### src/rtl/dense_layer_scheduler.sv
// Dense-layer scheduler: steps one shared MAC through a fully connected layer.
// Define DENSE_SCHED_PERF_EN to add the perf_cycles / perf_stall counters.
module dense_layer_scheduler #(
  parameter int MAX_IN  = 784,
  parameter int MAX_OUT = 128,
  parameter int DATA_W  = 16,
  parameter int FRAC_W  = 8,
  parameter int ACC_W   = 40,
  parameter int RD_LAT  = 2
) (
  input  logic                              clock,
  input  logic                              reset_n,
  input  logic                              start,
  input  logic                              abort,
  input  logic [$clog2(MAX_IN+1)-1:0]       cfg_in_len,
  input  logic [$clog2(MAX_OUT+1)-1:0]      cfg_out_len,
  input  logic                              cfg_relu,
  output logic                              busy,
  output logic                              done,
  output logic                              cfg_err,
  output logic [$clog2(MAX_IN)-1:0]         feat_addr,
  output logic [$clog2(MAX_IN*MAX_OUT)-1:0] wgt_addr,
  output logic [$clog2(MAX_OUT)-1:0]        bias_addr,
  output logic                              rd_en,
  input  logic [DATA_W-1:0]                 feat_rdata,
  input  logic [DATA_W-1:0]                 wgt_rdata,
  input  logic [DATA_W-1:0]                 bias_rdata,
  output logic                              out_valid,
  input  logic                              out_ready,
  output logic [DATA_W-1:0]                 out_data,
  output logic [$clog2(MAX_OUT)-1:0]        out_index
`ifdef DENSE_SCHED_PERF_EN
  ,
  output logic [31:0]                       perf_cycles,
  output logic [31:0]                       perf_stall
`endif
);

  localparam int IN_LW   = $clog2(MAX_IN+1);
  localparam int OUT_LW  = $clog2(MAX_OUT+1);
  localparam int FEAT_AW = $clog2(MAX_IN);
  localparam int WGT_AW  = $clog2(MAX_IN*MAX_OUT);
  localparam int BIAS_AW = $clog2(MAX_OUT);

  localparam logic signed [ACC_W-1:0] SAT_HI = {{(ACC_W-DATA_W+1){1'b0}}, {(DATA_W-1){1'b1}}};
  localparam logic signed [ACC_W-1:0] SAT_LO = {{(ACC_W-DATA_W+1){1'b1}}, {(DATA_W-1){1'b0}}};

  typedef enum logic [2:0] {S_IDLE, S_BIAS, S_MAC, S_DRAIN, S_EMIT, S_DONE} state_t;

  state_t state_q, state_d;
  logic   ld_cfg, err_d, emit_load, last_rd, last_out, cfg_ok, more_pending;

  logic [IN_LW-1:0]   in_len_q;
  logic [OUT_LW-1:0]  out_len_q;
  logic               relu_q;
  logic [FEAT_AW-1:0] i_q;
  logic [BIAS_AW-1:0] o_q;
  logic [WGT_AW-1:0]  base_q;

  logic [RD_LAT-1:0] vld_p;
  logic [RD_LAT-1:0] is_bias_p;

  logic signed [DATA_W-1:0]   feat_s, wgt_s, bias_s;
  logic signed [2*DATA_W-1:0] prod;
  logic signed [ACC_W-1:0]    acc_q, acc_d;

  function automatic logic signed [DATA_W-1:0] rescale_sat(input logic signed [ACC_W-1:0] a,
                                                           input logic relu);
    logic signed [ACC_W-1:0]  r;
    logic signed [DATA_W-1:0] y;
    r = a >>> FRAC_W;
    if (r > SAT_HI)      y = SAT_HI[DATA_W-1:0];
    else if (r < SAT_LO) y = SAT_LO[DATA_W-1:0];
    else                 y = r[DATA_W-1:0];
    if (relu && y[DATA_W-1]) y = '0;
    return y;
  endfunction

  assign cfg_ok   = (cfg_in_len != '0) && (cfg_in_len <= IN_LW'(MAX_IN)) &&
                    (cfg_out_len != '0) && (cfg_out_len <= OUT_LW'(MAX_OUT));
  assign last_rd  = (i_q == FEAT_AW'(in_len_q - 1'b1));
  assign last_out = (OUT_LW'(o_q) == out_len_q - 1'b1);

  assign rd_en     = (state_q == S_BIAS) || (state_q == S_MAC);
  assign out_valid = (state_q == S_EMIT);
  assign done      = (state_q == S_DONE);
  assign busy      = (state_q == S_BIAS) || (state_q == S_MAC) ||
                     (state_q == S_DRAIN) || (state_q == S_EMIT);
  assign feat_addr = i_q;
  assign wgt_addr  = base_q + WGT_AW'(i_q);
  assign bias_addr = o_q;

  always_ff @(posedge clock or negedge reset_n) begin
    if (!reset_n) state_q <= S_IDLE;
    else          state_q <= state_d;
  end

  always_comb begin
    state_d = state_q;
    ld_cfg  = 1'b0;
    err_d   = 1'b0;
    case (state_q)
      S_IDLE:  if (start) begin
                 if (cfg_ok) begin
                   state_d = S_BIAS;
                   ld_cfg  = 1'b1;
                 end else begin
                   err_d = 1'b1;
                 end
               end
      S_BIAS:  state_d = S_MAC;
      S_MAC:   if (last_rd) state_d = S_DRAIN;
      S_DRAIN: if (!more_pending) state_d = S_EMIT;
      S_EMIT:  if (out_ready) state_d = last_out ? S_DONE : S_BIAS;
      S_DONE:  state_d = S_IDLE;
      default: state_d = S_IDLE;
    endcase
    if (abort) begin
      state_d = S_IDLE;
      ld_cfg  = 1'b0;
      err_d   = 1'b0;
    end
    emit_load = (state_q == S_DRAIN) && (state_d == S_EMIT);
  end

  // Drain may leave once only the return being consumed this cycle is still in flight.
  always_comb begin
    more_pending = 1'b0;
    for (int k = 0; k < RD_LAT-1; k++) more_pending = more_pending | vld_p[k];
  end

  assign feat_s = signed'(feat_rdata);
  assign wgt_s  = signed'(wgt_rdata);
  assign bias_s = signed'(bias_rdata);
  assign prod   = feat_s * wgt_s;

  always_comb begin
    acc_d = acc_q;
    if (vld_p[RD_LAT-1]) begin
      if (is_bias_p[RD_LAT-1])
        acc_d = signed'({{(ACC_W-DATA_W-FRAC_W){bias_s[DATA_W-1]}}, bias_s, {FRAC_W{1'b0}}});
      else
        acc_d = acc_q + signed'({{(ACC_W-2*DATA_W){prod[2*DATA_W-1]}}, prod});
    end
  end

  // stage p0..p(RD_LAT-1): read tags track memory returns; result captured on EMIT entry
  always_ff @(posedge clock or negedge reset_n) begin
    if (!reset_n) begin
      vld_p     <= '0;
      is_bias_p <= '0;
      acc_q     <= '0;
      cfg_err   <= 1'b0;
      in_len_q  <= '0;
      out_len_q <= '0;
      relu_q    <= 1'b0;
      i_q       <= '0;
      o_q       <= '0;
      base_q    <= '0;
      out_data  <= '0;
      out_index <= '0;
    end else begin
      cfg_err <= err_d;
      acc_q   <= acc_d;
      if (abort) begin
        vld_p     <= '0;
        is_bias_p <= '0;
      end else begin
        vld_p[0]     <= rd_en;
        is_bias_p[0] <= (state_q == S_BIAS);
        for (int k = 1; k < RD_LAT; k++) begin
          vld_p[k]     <= vld_p[k-1];
          is_bias_p[k] <= is_bias_p[k-1];
        end
      end
      if (ld_cfg) begin
        in_len_q  <= cfg_in_len;
        out_len_q <= cfg_out_len;
        relu_q    <= cfg_relu;
        i_q       <= '0;
        o_q       <= '0;
        base_q    <= '0;
      end else if (abort) begin
        i_q    <= '0;
        o_q    <= '0;
        base_q <= '0;
      end else if (state_q == S_MAC) begin
        i_q <= last_rd ? '0 : i_q + 1'b1;
      end else if (state_q == S_EMIT && out_ready && !last_out) begin
        o_q    <= o_q + 1'b1;
        base_q <= base_q + WGT_AW'(in_len_q);
      end
      if (emit_load) begin
        out_data  <= rescale_sat(acc_d, relu_q);
        out_index <= o_q;
      end
    end
  end

`ifdef DENSE_SCHED_PERF_EN
  always_ff @(posedge clock or negedge reset_n) begin
    if (!reset_n) begin
      perf_cycles <= '0;
      perf_stall  <= '0;
    end else if (ld_cfg) begin
      perf_cycles <= '0;
      perf_stall  <= '0;
    end else begin
      if (busy && perf_cycles != '1) perf_cycles <= perf_cycles + 1'b1;
      if (state_q == S_EMIT && !out_ready && perf_stall != '1) perf_stall <= perf_stall + 1'b1;
    end
  end
`endif

endmodule

### config.mk
export PLATFORM = sky130hd
export DESIGN_NAME = dense_layer_scheduler
export DESIGN_NICKNAME = d
export VERILOG_FILES = /design/src/rtl/dense_layer_scheduler.sv
export SDC_FILE = /design/constraint.sdc
export NUM_CORES = 1
export LEC_CHECK = 0
export CORE_ASPECT_RATIO = 0.75
export CORE_MARGIN = 5
export CORE_UTILIZATION = 40
export CTS_CLUSTER_DIAMETER = 80
export DETAILED_ROUTE_END_ITERATION = 16
export GPL_ROUTABILITY_DRIVEN = 0
export GPL_TIMING_DRIVEN = 0
export PLACE_DENSITY = 0.61
export SYNTH_ARGS = -nofsm -noshare
export SYNTH_HDL_FRONTEND = slang
export SYNTH_SLANG_ARGS = --single-unit
### constraint.sdc
create_clock -name clock -period 7.4 [get_ports clock]
set_input_delay 1.11 -clock clock [delete_from_list [all_inputs] [get_ports clock]]
set_output_delay 1.11 -clock clock [all_outputs]
set_load 0.01 [all_outputs]
==> run summary <==
Run status -> finished, violations left
Failing checks -> setup timing
First-pass GRT wire length -> 91.99 mm
Crit path launch type -> primary input
RSZ-0062 raised after global routing -> yes
#FFs+latches synth -> 124
Worst slack, placed -> -2.148 ns
Remaining antenna violation count -> 0
Total number of yosys warnings -> 0
1st-iter DRT viols -> 989
Largest net degree at the start of global routing -> 92
Clock transition at path regs -> 0.06 ns
CTS Sinks -> 124
Main flop type after synthesis -> dfrtp_1
Max-cap violations -> 0
CTS root buf -> clkbuf_16
Routed via count -> 15,438
Fin crit share -> 104.9%
Share of cells above drive strength 1 -> 17.72%
Worst endpoint data arrival time -> 8.04 ns
Drt pass-1 iters -> 5
Ant diodes -> 0
DRC -> 0
Mapped Cells -> 2,125
Relative slew margins -> 34.37%
DP HPWL -> 44.97 mm
Post-synth ARST share -> 100.0%
Yosys cell types -> 78
Crit path max-delay cell type -> fa_1
Worst hold-check path type -> register to register
Die height -> 201.4 um
# rows -> 70
GRT Util Overall -> 21.50%
Number of global-route vias before repair -> 16,637
Synthesized area per cell -> 9.192 um^2
I/O pin count -> 134
CTS tree -> done
Clk_lat worst skew -> 0.41 ns
Max Freq -> 0.1289 GHz
CTS Buf Count -> 17
Final Hold Viols -> 0
Buffers & Inverters on Critical Path -> 10
Remaining global-route overflow -> 0
Fin crit period -> 7.759 ns
Multi-input logic area -> 0.01517 mm^2
Layout area overhead -> 25.69%
Critical path class -> primary input to register
Critical Path End Type -> register
Synthesized cell area -> 0.01953 mm^2
Mapped Nets -> 2,668
CP required -> 7.68 ns
CP most frequent cell -> fa_1
Vias per cell -> 5.068
Die area -> 0.05340 mm^2
Area of the core -> 0.04852 mm^2
Crit-path leading delay family -> adder cells
Seq/Total Area, Yosys -> 15.89%
Slew Viols, Final -> 0
CTS Buffer Depth -> 2
Worst Clk Skew -> 0.008564 ns
Count leader, synth -> inv_1
Setup ws final -> -0.3593 ns
Max incr delay on CP -> 0.51 ns
Crit path max fanout -> 7
Fin nets -> 2,929
Fill count -> 4,447
Synth cell count leaders -> 465 x inv_1, 332 x fa_1, 165 x nand2_1
Post-synth top area cell -> fa_1
Routed wire per std cell -> 18.62 um
Synth top area share -> 34.03%
Worst Tran Pin Value -> 0.9691 ns
Die W -> 265.2 um
Synth top area cells -> fa_1 34%, dfrtp_1 16%, inv_1 8.9%, ha_1 8.9%, and2_1 4.1%
Sequential cell area -> 0.003103 mm^2
Setup-failing EPs final -> 15
Number of synthesized flops with an enable pin -> 0
Port bufs -> 133
Initial antenna violation count -> 2
Routed wire length -> 56.72 mm
H-tree levels -> 4
Starting Density -> 40.26%
what timing repair did:
action	CTS	global route
cloned	5	0
endpoints found under the setup margin	36	16
pin swaps	63	89
hold buffers	0	0
resized for setup	356	111
buffers inserted	55	49
metrics by stage:
step	util, %	cell area [um^2]	cells	setup TNS, ns	hold slack, ns
after floorplan	-	19770	2125	-0.8220	0.4385
after global placement	45.15	21910	2906	-48.12	0.4451
after detailed placement	45.21	21940	2907	-48.35	0.4479
after CTS	49.11	23830	2998	-3.283	0.4609
after global routing	50.60	24550	3046	-6.842	0.4986
final	50.60	24550	3046	-5.181	0.4570
path summary, 6_finish.rpt:
path,start,to,slack [ns],depth (start not counted)
max,wgt_rdata[3],out_data[4],-0.36,30
min,is_bias_p[0],is_bias_p[1],0.46,1
max reg2reg,acc_q[10],out_data[12],1.11,22
min reg2reg,is_bias_p[0],is_bias_p[1],0.46,1
max in group asynchronous,reset_n,out_data[2],6.05,2
min in group asynchronous,reset_n,bias_addr[1],0.59,1
placed cells by master, fill, tap and decap left out, drive strengths merged, types with 29 or more instances in the layout:
master	instances
o21ai	54
buf	162
fa	332
a21oi	89
xor2	36
clkdlybuf4s50	100
clkbuf	69
and2	128
ha	139
nand2	165
xnor2	52
a21o	34
nor2	153
inv	464
nand3	29
dfrtp	124
sequential cells by signal (all words and copies together), names as in the netlist:
name and cells:
vld_p 2, state_q 3, in_len_q 10, bias_addr 7, relu_q 1, out_len_q 8
out_data 16, feat_addr 10, out_index 7, is_bias_p 2, cfg_err 1, base_q 17
acc_q 40
layout make-up:
cell class,instances,share of cell area [%]
repair inverters,1,0.03058
flip-flops and latches,124,12.64
multi-input cells,1464,61.80
well taps,648,3.302
clock buffers,21,1.957
plain buffers,70,3.282
repair buffers,242,9.260
inverters,466,7.160
clock inverters,10,0.5657
cells by family after synthesis:
kind of cell / count (synthesis) / synth area share (%)
buffers and inverters: 537 / 10.50
multiplexers: 37 / 2.075
AO/OA/AOI/OAI: 284 / 9.967
flip-flops: 124 / 15.89
AND/OR/NAND/NOR: 584 / 14.69
XOR/XNOR: 88 / 3.946
adder cells (fa/ha/maj): 471 / 42.93
metal layers:
layer,vias up,global-route usage (%),wire [um]
met4,4,3.602,1066
met5,-,0,21
met2,576,33.42,25080
met3,79,5.452,4890
li1,7123,-,-
met1,7656,31.12,25670
Power is not shown: default switching activity piles up to over one toggle a cycle in this logic, so the estimate is an artifact.
